--- src/rtl/rotor_pkg.sv ---
// Shared types for the rotary-encoder event scheduler: event codes and scheduler states.
package rotor_pkg;

    typedef enum logic [1:0] {
        EV_NONE   = 2'b00,
        EV_LEFT   = 2'b01,
        EV_RIGHT  = 2'b10,
        EV_CENTER = 2'b11
    } ev_code_t;

    typedef enum logic [1:0] {
        S_IDLE    = 2'd0,
        S_PRESENT = 2'd1,
        S_HOLD    = 2'd2
    } sched_state_t;

endpackage

--- src/rtl/rotor_tick_sched_if.sv ---
// Tick inputs, flag control and event handshake between encoder front end and menu controller.
interface rotor_tick_sched_if #(
    parameter int unsigned DEPTH = 4
);
    import rotor_pkg::*;

    localparam int unsigned LW = $clog2(DEPTH) + 1;

    logic          left;
    logic          right;
    logic          center;
    logic          clr_flags;
    logic          ev_ready;
    logic          ev_valid;
    ev_code_t      ev_code;
    logic [LW-1:0] level;
    logic          overflow;
    logic          glitch;

    modport master (
        output left, right, center, clr_flags, ev_ready,
        input  ev_valid, ev_code, level, overflow, glitch
    );

    modport slave (
        input  left, right, center, clr_flags, ev_ready,
        output ev_valid, ev_code, level, overflow, glitch
    );

endinterface

--- src/rtl/rotor_ev_fifo.sv ---
// DEPTH x 2-bit register queue; flush beats push, push beats pop. Exposes next-cycle head/level
// so the scheduler can register its outputs with single-cycle latency.
module rotor_ev_fifo
    import rotor_pkg::*;
#(
    parameter int unsigned DEPTH = 4
) (
    input  logic                   clk,
    input  logic                   rst,
    input  logic                   push,
    input  logic                   pop,
    input  logic                   flush,
    input  ev_code_t               wdata,
    output logic                   full_c,
    output ev_code_t               head_nxt_c,
    output logic [$clog2(DEPTH):0] level_nxt_c,
    output logic [$clog2(DEPTH):0] level
);

    localparam int unsigned PW = $clog2(DEPTH);
    localparam int unsigned LW = PW + 1;

    ev_code_t          mem_q [DEPTH];
    ev_code_t          mem_d [DEPTH];
    logic [PW-1:0]     rd_q, rd_d;
    logic [PW-1:0]     wr_q, wr_d;
    logic [LW-1:0]     level_q, level_d;
    logic              do_push;
    logic              do_pop;

    // Next-state queue update; a full queue still accepts a push when the head leaves the same cycle.
    always_comb begin
        mem_d   = mem_q;
        rd_d    = rd_q;
        wr_d    = wr_q;
        level_d = level_q;
        do_push = 1'b0;
        do_pop  = 1'b0;
        full_c  = (level_q == LW'(DEPTH));

        if (flush) begin
            rd_d    = '0;
            wr_d    = push ? PW'(1) : '0;
            level_d = push ? LW'(1) : '0;
            if (push) begin
                mem_d[0] = wdata;
            end
        end else begin
            do_push = push && (!full_c || pop);
            do_pop  = pop && (level_q != '0);
            if (do_push) begin
                mem_d[wr_q] = wdata;
                wr_d        = wr_q + PW'(1);
            end
            if (do_pop) begin
                rd_d = rd_q + PW'(1);
            end
            level_d = level_q + LW'(do_push) - LW'(do_pop);
        end

        head_nxt_c  = mem_d[rd_d];
        level_nxt_c = level_d;
    end

    always_ff @(posedge clk) begin
        if (rst) begin
            mem_q   <= '{default: EV_NONE};
            rd_q    <= '0;
            wr_q    <= '0;
            level_q <= '0;
        end else begin
            mem_q   <= mem_d;
            rd_q    <= rd_d;
            wr_q    <= wr_d;
            level_q <= level_d;
        end
    end

    assign level = level_q;

endmodule

--- src/rtl/rotor_tick_sched.sv ---
// Rotary tick scheduler: arbitrates ticks into a queue, keeps sticky flags, presents events.
// Optional rate limiting via ROTOR_SCHED_HOLDOFF_EN (HOLD state + holdoff counter).
module rotor_tick_sched
    import rotor_pkg::*;
#(
    parameter int unsigned DEPTH   = 4,
    parameter int unsigned HOLDOFF = 8
) (
    input  logic               clk,
    input  logic               rst,
    rotor_tick_sched_if.slave  bus
);

    localparam int unsigned LW = $clog2(DEPTH) + 1;

    sched_state_t  state_q, state_d;
    logic          ev_valid_q, ev_valid_d;
    ev_code_t      ev_code_q, ev_code_d;
    logic          overflow_q, overflow_d;
    logic          glitch_q, glitch_d;

    logic          single_c;
    logic          push_c;
    logic          pop_c;
    logic          ov_set_c;
    logic          gl_set_c;
    ev_code_t      wdata_c;
    logic          full_c;
    ev_code_t      head_nxt_c;
    logic [LW-1:0] level_nxt_c;

`ifdef ROTOR_SCHED_HOLDOFF_EN
    localparam int unsigned CW = (HOLDOFF > 1) ? $clog2(HOLDOFF) : 1;
    logic [CW-1:0] cnt_q, cnt_d;
`else
    logic unused_holdoff_c;
    assign unused_holdoff_c = (HOLDOFF == 32'd0);
`endif

    // Tick arbitration: center overrides everything, left+right together is a glitch.
    always_comb begin
        single_c = (bus.left ^ bus.right) && !bus.center;
        gl_set_c = bus.left && bus.right && !bus.center;
        push_c   = bus.center || single_c;
        pop_c    = ev_valid_q && bus.ev_ready;
        ov_set_c = single_c && full_c && !pop_c;
        if (bus.center) begin
            wdata_c = EV_CENTER;
        end else if (bus.left) begin
            wdata_c = EV_LEFT;
        end else begin
            wdata_c = EV_RIGHT;
        end
        overflow_d = ov_set_c || (overflow_q && !bus.clr_flags);
        glitch_d   = gl_set_c || (glitch_q && !bus.clr_flags);
    end

    rotor_ev_fifo #(
        .DEPTH (DEPTH)
    ) u_fifo (
        .clk         (clk),
        .rst         (rst),
        .push        (push_c),
        .pop         (pop_c),
        .flush       (bus.center),
        .wdata       (wdata_c),
        .full_c      (full_c),
        .head_nxt_c  (head_nxt_c),
        .level_nxt_c (level_nxt_c),
        .level       (bus.level)
    );

    // Scheduler FSM; outputs follow the next state so they can be registered.
    always_comb begin
        state_d    = state_q;
        ev_valid_d = 1'b0;
        ev_code_d  = EV_NONE;
`ifdef ROTOR_SCHED_HOLDOFF_EN
        cnt_d      = cnt_q;
`endif
        case (state_q)
            S_IDLE: begin
                if (level_nxt_c != '0) begin
                    state_d = S_PRESENT;
                end
            end
            S_PRESENT: begin
                if (level_nxt_c == '0) begin
                    state_d = S_IDLE;
`ifdef ROTOR_SCHED_HOLDOFF_EN
                end else if (pop_c && !bus.center) begin
                    state_d = S_HOLD;
                    cnt_d   = CW'(HOLDOFF - 1);
`endif
                end
            end
`ifdef ROTOR_SCHED_HOLDOFF_EN
            S_HOLD: begin
                if (level_nxt_c == '0) begin
                    state_d = S_IDLE;
                end else if (bus.center || (cnt_q == '0)) begin
                    state_d = S_PRESENT;
                end else begin
                    cnt_d = cnt_q - CW'(1);
                end
            end
`endif
            default: state_d = S_IDLE;
        endcase

        if (state_d == S_PRESENT) begin
            ev_valid_d = 1'b1;
            ev_code_d  = head_nxt_c;
        end
    end

    always_ff @(posedge clk) begin
        if (rst) begin
            state_q    <= S_IDLE;
            ev_valid_q <= 1'b0;
            ev_code_q  <= EV_NONE;
            overflow_q <= 1'b0;
            glitch_q   <= 1'b0;
        end else begin
            state_q    <= state_d;
            ev_valid_q <= ev_valid_d;
            ev_code_q  <= ev_code_d;
            overflow_q <= overflow_d;
            glitch_q   <= glitch_d;
        end
    end

`ifdef ROTOR_SCHED_HOLDOFF_EN
    always_ff @(posedge clk) begin
        if (rst) begin
            cnt_q <= '0;
        end else begin
            cnt_q <= cnt_d;
        end
    end
`endif

    assign bus.ev_valid = ev_valid_q;
    assign bus.ev_code  = ev_code_q;
    assign bus.overflow = overflow_q;
    assign bus.glitch   = glitch_q;

endmodule

--- src/flat_wrapper.sv ---
// flat-port wrapper written by rule: the top's interface ports become plain ports
module rotor_tick_sched_flat import rotor_pkg::*;
#(
    parameter int unsigned DEPTH   = 4,
    parameter int unsigned HOLDOFF = 8
)
  (clk, rst, bus_left, bus_right, bus_center, bus_clr_flags, bus_ev_ready, bus_ev_valid, bus_ev_code, bus_level, bus_overflow, bus_glitch);
  rotor_tick_sched_if #(.DEPTH(DEPTH)) bus_i ();
  input  logic clk;
  input  logic rst;
  input wire logic [$bits(bus_i.left)-1:0] bus_left;
  input wire logic [$bits(bus_i.right)-1:0] bus_right;
  input wire logic [$bits(bus_i.center)-1:0] bus_center;
  input wire logic [$bits(bus_i.clr_flags)-1:0] bus_clr_flags;
  input wire logic [$bits(bus_i.ev_ready)-1:0] bus_ev_ready;
  output wire logic [$bits(bus_i.ev_valid)-1:0] bus_ev_valid;
  output wire logic [$bits(bus_i.ev_code)-1:0] bus_ev_code;
  output wire logic [$bits(bus_i.level)-1:0] bus_level;
  output wire logic [$bits(bus_i.overflow)-1:0] bus_overflow;
  output wire logic [$bits(bus_i.glitch)-1:0] bus_glitch;
  assign bus_i.left = bus_left;
  assign bus_i.right = bus_right;
  assign bus_i.center = bus_center;
  assign bus_i.clr_flags = bus_clr_flags;
  assign bus_i.ev_ready = bus_ev_ready;
  assign bus_ev_valid = bus_i.ev_valid;
  assign bus_ev_code = bus_i.ev_code;
  assign bus_level = bus_i.level;
  assign bus_overflow = bus_i.overflow;
  assign bus_glitch = bus_i.glitch;
  rotor_tick_sched #(.DEPTH(DEPTH), .HOLDOFF(HOLDOFF)) u_core (.clk(clk), .rst(rst), .bus(bus_i));
endmodule
--- config.mk ---
export PLATFORM = sky130hd
export DESIGN_NAME = rotor_tick_sched_flat
export DESIGN_NICKNAME = d
export VERILOG_FILES = /design/src/rtl/rotor_pkg.sv /design/src/rtl/rotor_tick_sched_if.sv /design/src/rtl/rotor_ev_fifo.sv /design/src/rtl/rotor_tick_sched.sv /design/src/flat_wrapper.sv
export SDC_FILE = /design/constraint.sdc
export NUM_CORES = 1
export LEC_CHECK = 0
export BUFFER_PORTS_ARGS = -buffer_cell sky130_fd_sc_hd__buf_2
export CAP_MARGIN = 15
export CORE_MARGIN = 8
export CORE_UTILIZATION = 32
export DETAILED_ROUTE_END_ITERATION = 12
export GPL_TIMING_DRIVEN = 0
export HOLD_SLACK_MARGIN = 0.15
export SETUP_SLACK_MARGIN = 0.05
export SYNTH_ARGS = -nofsm -noshare
export SYNTH_HDL_FRONTEND = slang
export SYNTH_SLANG_ARGS = --single-unit
--- constraint.sdc ---
create_clock -name clk -period 2.6 [get_ports clk]
set_input_delay 0.52 -clock clk [delete_from_list [all_inputs] [get_ports clk]]
set_output_delay 0.52 -clock clk [all_outputs]
set_load 0.005 [all_outputs]
==> flow_summary.toml, run 1 <==
[route]
dr_wl_met2_um = 1213
firstDrtPassIters = 4
vias = 850
routed_wirelength_um = 2357
drc = 0
wl_per_cell_um = 13.17
met1_length_um = 1039
antenna_left = 0
via_per_inst = 4.749
dr_wl_met3_um = 69
topRoutingLayerUsed = "met4"
drt-initial-drc-count = 57

[floorplanning]
start_util_pct = 32.64
ioPinCount = 15
dieWidth_um = 73.65
rows = 21
core-area_sq_um = 3258
die_area_sq_um = 5424
die_h_um = 73.65

[cts]
cts.htree.levels = 1
insertion_delay_ns = 0.31
clkSlewWorstSetupHoldPaths_ns = 0.12
cts.path.max_buffers = 2
cts_tree = "yes"
cts_sinks = 21
numCtsBuffers = 3
hold_buffers = 0
clockRootBuffer = "clkbuf_4"

[yosys]
syn-cell-area_sq_um = 1064
ys_ff_latch = 21
synth_top_cell_by_area = "dfxtp_1"
yosysWarnings = 0
syn_area_per_cell_sq_um = 9.496
syn-num-nets = 127
synth.top_cells.by_area = "dfxtp_1, mux2i_1, ha_1, nor2_1, nand2_1"
yosys.area_share.simple_pct = 16.00
synth_cell_types = 35
synth_top_area_share_pct = 39.53
synth_xor_area_share_pct = 3.294
synth_fa_ha_area_share_pct = 10.12
synth_compound_area_share_pct = 15.65
synth_cells = 112
synth.area.mux_share_pct = 9.412
ys_seq_area_share_pct = 39.53
synth_top_family_by_area = "simple AND/OR/NAND/NOR gates"

[worst_setup_path]
cp-start-kind = "register"
crit_path_top_delay_cell = "dfxtp_4"
critPathMaxFanout = 3
cp_slowest_stage_delay_ns = 0.38
cp.required_ns = 2.84
critical_path_buf_inv_count = 2
r2r_slack_ns = 0.04
r2r_cells = 11
endpoint_kind = "register"
crit_arrival_ns = 2.80
reg2reg_to = "u_core.bus.ev_code[0]"
crit_chain = "o311a_4 -> ha_1 -> inv_1 -> ha_1 -> inv_1 -> fa_2 -> xor2_1 -> xnor2_1 -> a311oi_2 -> o41ai_1 -> nor2_1"
rr_startpoint = "u_core.u_fifo.level[0]"
cpLargestDelayFamily = "compound AO/OA/AOI/OAI gates"
worstSetupPathType = "register to register"

[cells_and_area]
finalNetCount = 149
finish.instance_area_sq_um = 1276
final.fill_count = 350
n_antenna_cell = 0
drive_gt1_share_pct = 25.56
syn_to_final_growth_pct = 20.00

[sta]
setup_viol = 0
worst_slew_pin_slew_ns = 0.7004
rsz0062_at_grt = "true"
hold_ws_ns = 0.4583
maxSlewHeadroom_pct = 53.03
finalCritPeriodShare_pct = 98.29
fmax_mhz = 391.3
drv_slew = 0
finalHoldViolations = 0
finClkSkew_ns = 0.008339
min_period_ns = 2.556

[power_and_ir_drop]
power-per-cell-area_nw_per_um2 = 511.4
vdd_drop_max_v = 0.0001483
p_leak_uw = 0.0005104

[global_routing]
grt_pass1_wl_um = 4036
grt.overflow.total = 0
grt_pass1_vias = 884
grt_max_degree = 12
track_usage_pct = 9.579
antenna_found_initial = 0

[place]
port_buffers = 13
dpl.hpwl_um = 1798
place_area_sq_um = 1209
gp_congestion = 0.7898

[min_path]
holdPathEnd = "u_core.bus.overflow"
whs_path_depth = 2
min_from = "u_core.bus.overflow"
hp-class = "register to register"

[outcome]
run_status = "completed"

[job]
max-cap-violations = 0
## through the flow
step | instances | setup WS, ns | TNS (ns) | util [%] | total power [uW]
final | 179 | 0.04434 | 0 | 39.17 | 652.7
after global placement | 171 | -0.4753 | -1.196 | 37.10 | 484.4
after detailed placement | 171 | -0.5463 | -1.350 | 37.10 | 490.0
after global routing | 179 | -0.05253 | -0.05253 | 39.17 | 679.8
after floorplan | 112 | -0.006845 | -0.006845 | - | 449.3
after CTS | 178 | -0.01632 | -0.01632 | 38.86 | 654.1
## synthesized netlist by cell type, drive strengths merged
cell    instances
clkbuf          2
o21ai           1
dfxtp          21
o211a           1
or3             1
or3b            1
xor2            1
a32o            1
a32oi           1
or2             1
fa              1
nand3           1
nand2          10
a311oi          1
nand4           1
a22oi           1
a211oi          5
a21bo           1
nor3b           2
o311a           1
a21oi           6
nand3b          1
ha              7
nor2           12
buf             3
nor3            5
conb            1
o41ai           1
nor4            1
xnor2           3
mux2i          10
inv             7
## layer usage
layer,GRT usage (%),up-vias
met2,16.73,13
li1,-,434
met1,10.72,401
met5,0,-
met4,5.543,0
met3,1.364,2
## worst max-delay path by stage
stage	from	end	slack, ns	cells after the start
floorplan	bus_ev_ready	u_core.bus.ev_code[0]	-0.007	13
global placement	bus_ev_ready	u_core.bus.ev_code[0]	-0.48	14
detailed placement	bus_ev_ready	u_core.bus.ev_code[0]	-0.55	14
CTS	u_core.u_fifo.level[0]	u_core.bus.ev_code[0]	-0.02	11
global route	u_core.u_fifo.level[0]	u_core.bus.ev_code[0]	-0.05	11
finish	u_core.u_fifo.level[0]	u_core.bus.ev_code[0]	0.04	11
## registers in the layout, indices dropped and copies added (netlist names)
name and cells:
u_core.u_fifo.wr_q 2, u_core.u_fifo.mem_q 8, u_core.u_fifo.rd_q 2, u_core.u_fifo.level 3
u_core.bus.glitch 1, u_core.state_q 1, u_core.bus.ev_code 2, u_core.bus.ev_valid 1
u_core.bus.overflow 1
## where the power goes
| part | switching (uW) | total [uW] | internal, uW |
|---|---|---|---|
| registers | 15.6 | 355 | 339 |
| clock network | 99.1 | 159 | 59.8 |
| logic | 73.1 | 139 | 65.9 |
## cells by family after synthesis
kind of cell	Yosys count
adders and majority gates	8
DFF	21
other	1
buffers and inverters	12
muxes	10
AOI/OAI and AO/OA	20
and+or+nand+nor	36
xor gates and xnor gates	4
## placed cells by master (no fill, tap or decap), types with 2 or more instances in the layout
cell type and instances:
a211oi_1 4, a21oi_1 5, buf_2 13, buf_4 5
clkbuf_1 3, clkbuf_4 3, dfxtp_1 18, dfxtp_4 2
ha_1 6, inv_1 7, mux2i_1 10, nand2_1 10
nor2_1 12, nor3_1 5, nor3b_1 2, xnor2_1 3
## timing repair
action | 4_1_cts | 5_1_grt
gates resized for setup | 5 | 1
hold endpoints to repair | 0 | 0
pin swaps | 6 | 3
setup buffers | 4 | 1
setup endpoints to repair | 3 | 2
## layout make-up
class | instances | area (sq um) | share of cell area [%]
Tap cell | 46 | 57.56 | 4.510
Sequential cell | 21 | 429.2 | 33.63
Timing Repair Buffer | 18 | 102.6 | 8.039
Clock buffer | 4 | 26.28 | 2.059
Buffer | 4 | 22.52 | 1.765
Multi-Input combinational cell | 79 | 611.8 | 47.94
Inverter | 7 | 26.28 | 2.059
## worst min-delay path, delay by kind of cell (launching register included)
family,cells,cell delay [ns]
and+or+nand+nor,1,0.05
AOI/OAI and AO/OA,1,0.05
DFF,1,0.32
No activity file was read; power rests on OpenSTA's default activity.
==> run 2: changes to the inputs <==
==> constraint.sdc (replaced) <==
create_clock -name clk -period 2.6 [get_ports clk]
set_input_delay 0.52 -clock clk [delete_from_list [all_inputs] [get_ports clk]]
set_output_delay 0.52 -clock clk [all_outputs]
set_load 0.1 [all_outputs]
==> run 2 against run 1 <==
Against the previous run: via count shrank 0.24%; design area is 3.4% higher; total power is 12% higher; maximum frequency down 0.90%; count of clock-buffer cells in the layout decreased by 1; sequential share of layout area down 0.64 points; utilization up 1.3 points; critical path depth rose by 2; combinational power up 56%; global-route usage hardly changed; highest routed layer unchanged.
==> flow_summary.toml, run 2 (synthesis results as in run 1) <==
[place]
place_worst_setup_slack_ns = -0.4152
gp_congestion = 0.7434
dp_cells = 171
dpl.hpwl_um = 1776
place_area_sq_um = 1252
port_buffers = 13

[cells_and_area]
final_cell_mix = "dfxtp_1, buf_2, nor2_1, nand2_1, mux2i_1"
finish.instance_area_sq_um = 1320
n_antenna_cell = 0
largest_reg_flops = 8
drive_gt1_share_pct = 31.82
syn_to_final_growth_pct = 24.12
final_common_cell = "dfxtp_1"
finalNetCount = 148
fin_cells = 178
regMostFlops = "u_core.u_fifo.mem_q"
final.fill_count = 349

[min_path]
hp-class = "register to register"
min_from = "u_core.state_q[1]"
whs_path_depth = 1
holdPathEnd = "u_core.bus.ev_valid"

[route]
firstDrtPassIters = 4
wl_per_cell_um = 13.51
drt-initial-drc-count = 40
vias = 848
via_per_inst = 4.764
routed_wirelength_um = 2404
antenna_left = 0
drc = 0

[floorplanning]
start_util_pct = 32.64
dieWidth_um = 73.65
die_area_sq_um = 5424
die_h_um = 73.65
core-area_sq_um = 3258
ioPinCount = 15
rows = 21

[sta]
worst_slew_pin_slew_ns = 0.7049
maxSlewHeadroom_pct = 52.72
setup_viol = 0
rsz0062_at_grt = "true"
hold_ws_ns = 0.4374
drv_slew = 0
fmax_mhz = 387.8
final.setup.worst_slack_ns = 0.02110
min_period_ns = 2.579
finalCritPeriodShare_pct = 99.19
finClkSkew_ns = 0.004745
finalHoldViolations = 0

[cts]
cts.htree.levels = 1
numCtsBuffers = 3
clockRootBuffer = "clkbuf_4"
cts.path.max_buffers = 2
cts_sinks = 21
clkSlewWorstSetupHoldPaths_ns = 0.12
hold_buffers = 0
insertion_delay_ns = 0.31
cts_tree = "yes"

[power_and_ir_drop]
power.total_uw = 733.8
vdd_drop_max_v = 0.0002186
p_leak_uw = 0.0005096
power-per-cell-area_nw_per_um2 = 555.9

[worst_setup_path]
rr_startpoint = "u_core.u_fifo.level[1]"
cp.required_ns = 2.86
critPathMaxFanout = 3
reg2reg_to = "u_core.bus.ev_code[0]"
endpoint_kind = "register"
cp-start-kind = "register"
r2r_cells = 13
crit_arrival_ns = 2.84
worstSetupPathType = "register to register"
r2r_slack_ns = 0.02

[global_routing]
grt_pass1_vias = 882
grt.overflow.total = 0
track_usage_pct = 9.559
grt_pass1_wl_um = 4015
antenna_found_initial = 0
grt_max_degree = 13

[outcome]
run_status = "completed"

[job]
max-cap-violations = 0
[run 2: report_power, final]
group | total (uW) | switching (uW) | leakage [uW] | internal [uW]
registers | 356 | 16.9 | 0.000175 | 339
clock network | 161 | 104 | 0.0000177 | 57.5
logic | 217 | 143 | 0.000317 | 73.7
total | 734 | 264 | 0.000510 | 470
[run 2: how the worst max path moves through the flow]
stage | start | endpoint | slack [ns] | cells past startpoint
floorplan | u_core.bus.ev_valid | u_core.bus.ev_code[0] | 0.02 | 13
global placement | bus_ev_ready | u_core.bus.ev_code[0] | -0.43 | 14
detailed placement | bus_ev_ready | u_core.bus.ev_code[0] | -0.42 | 14
CTS | u_core.u_fifo.level[2] | u_core.bus.ev_code[0] | 0.08 | 12
global route | u_core.u_fifo.level[1] | u_core.bus.ev_code[0] | -0.11 | 13
finish | u_core.u_fifo.level[1] | u_core.bus.ev_code[0] | 0.02 | 13
[run 2: metal layers]
layer  global-route usage [%]  vias up  share of wire (%)  wire length, um
met5                        0        -                  0                0
met4                    3.769        0                1.7               40
met3                    2.456        4                4.0               95
met2                    15.45       14                 47             1121
met1                    11.69      398                 48             1146
li1                         -      432                  -                -
[run 2: cell type report]
type,count,area (sq um),area share [%]
Buffer,4,22.52,1.706
Tap cell,46,57.56,4.360
Clock inverter,1,5.005,0.3791
Inverter,7,26.28,1.991
Sequential cell,21,435.4,32.99
Multi-Input combinational cell,79,655.6,49.67
Timing Repair Buffer,17,95.09,7.204
Clock buffer,3,22.52,1.706
[run 2: what timing repair did]
item / in CTS / in global routing
gates resized for setup: 1 / 2
endpoints found under the setup margin: 3 / 2
pin swaps: 1 / 9
endpoints found under the hold margin: 0 / 0
buffers inserted: 1 / 3
[run 2: stage by stage]
step / utilization, % / setup TNS [ns]
4_1_cts: 39.71 / 0
2_1_floorplan: - / 0
3_3_place_gp: 38.44 / -1.074
6_report: 40.51 / 0
5_1_grt: 40.51 / -0.1526
3_5_place_dp: 38.44 / -1.026
[run 2: worst max-delay path: stages, from the launching register on]
cell and delay (ns):
dfxtp_4 0.38, a211oi_4 0.25, nand2_1 0.10, o21ai_2 0.09, ha_4 0.22, inv_2 0.06, ha_4 0.12, inv_2 0.04
fa_2 0.36, xor2_2 0.17, xnor2_2 0.15, a311oi_2 0.34, o41ai_1 0.13, nor2_1 0.12
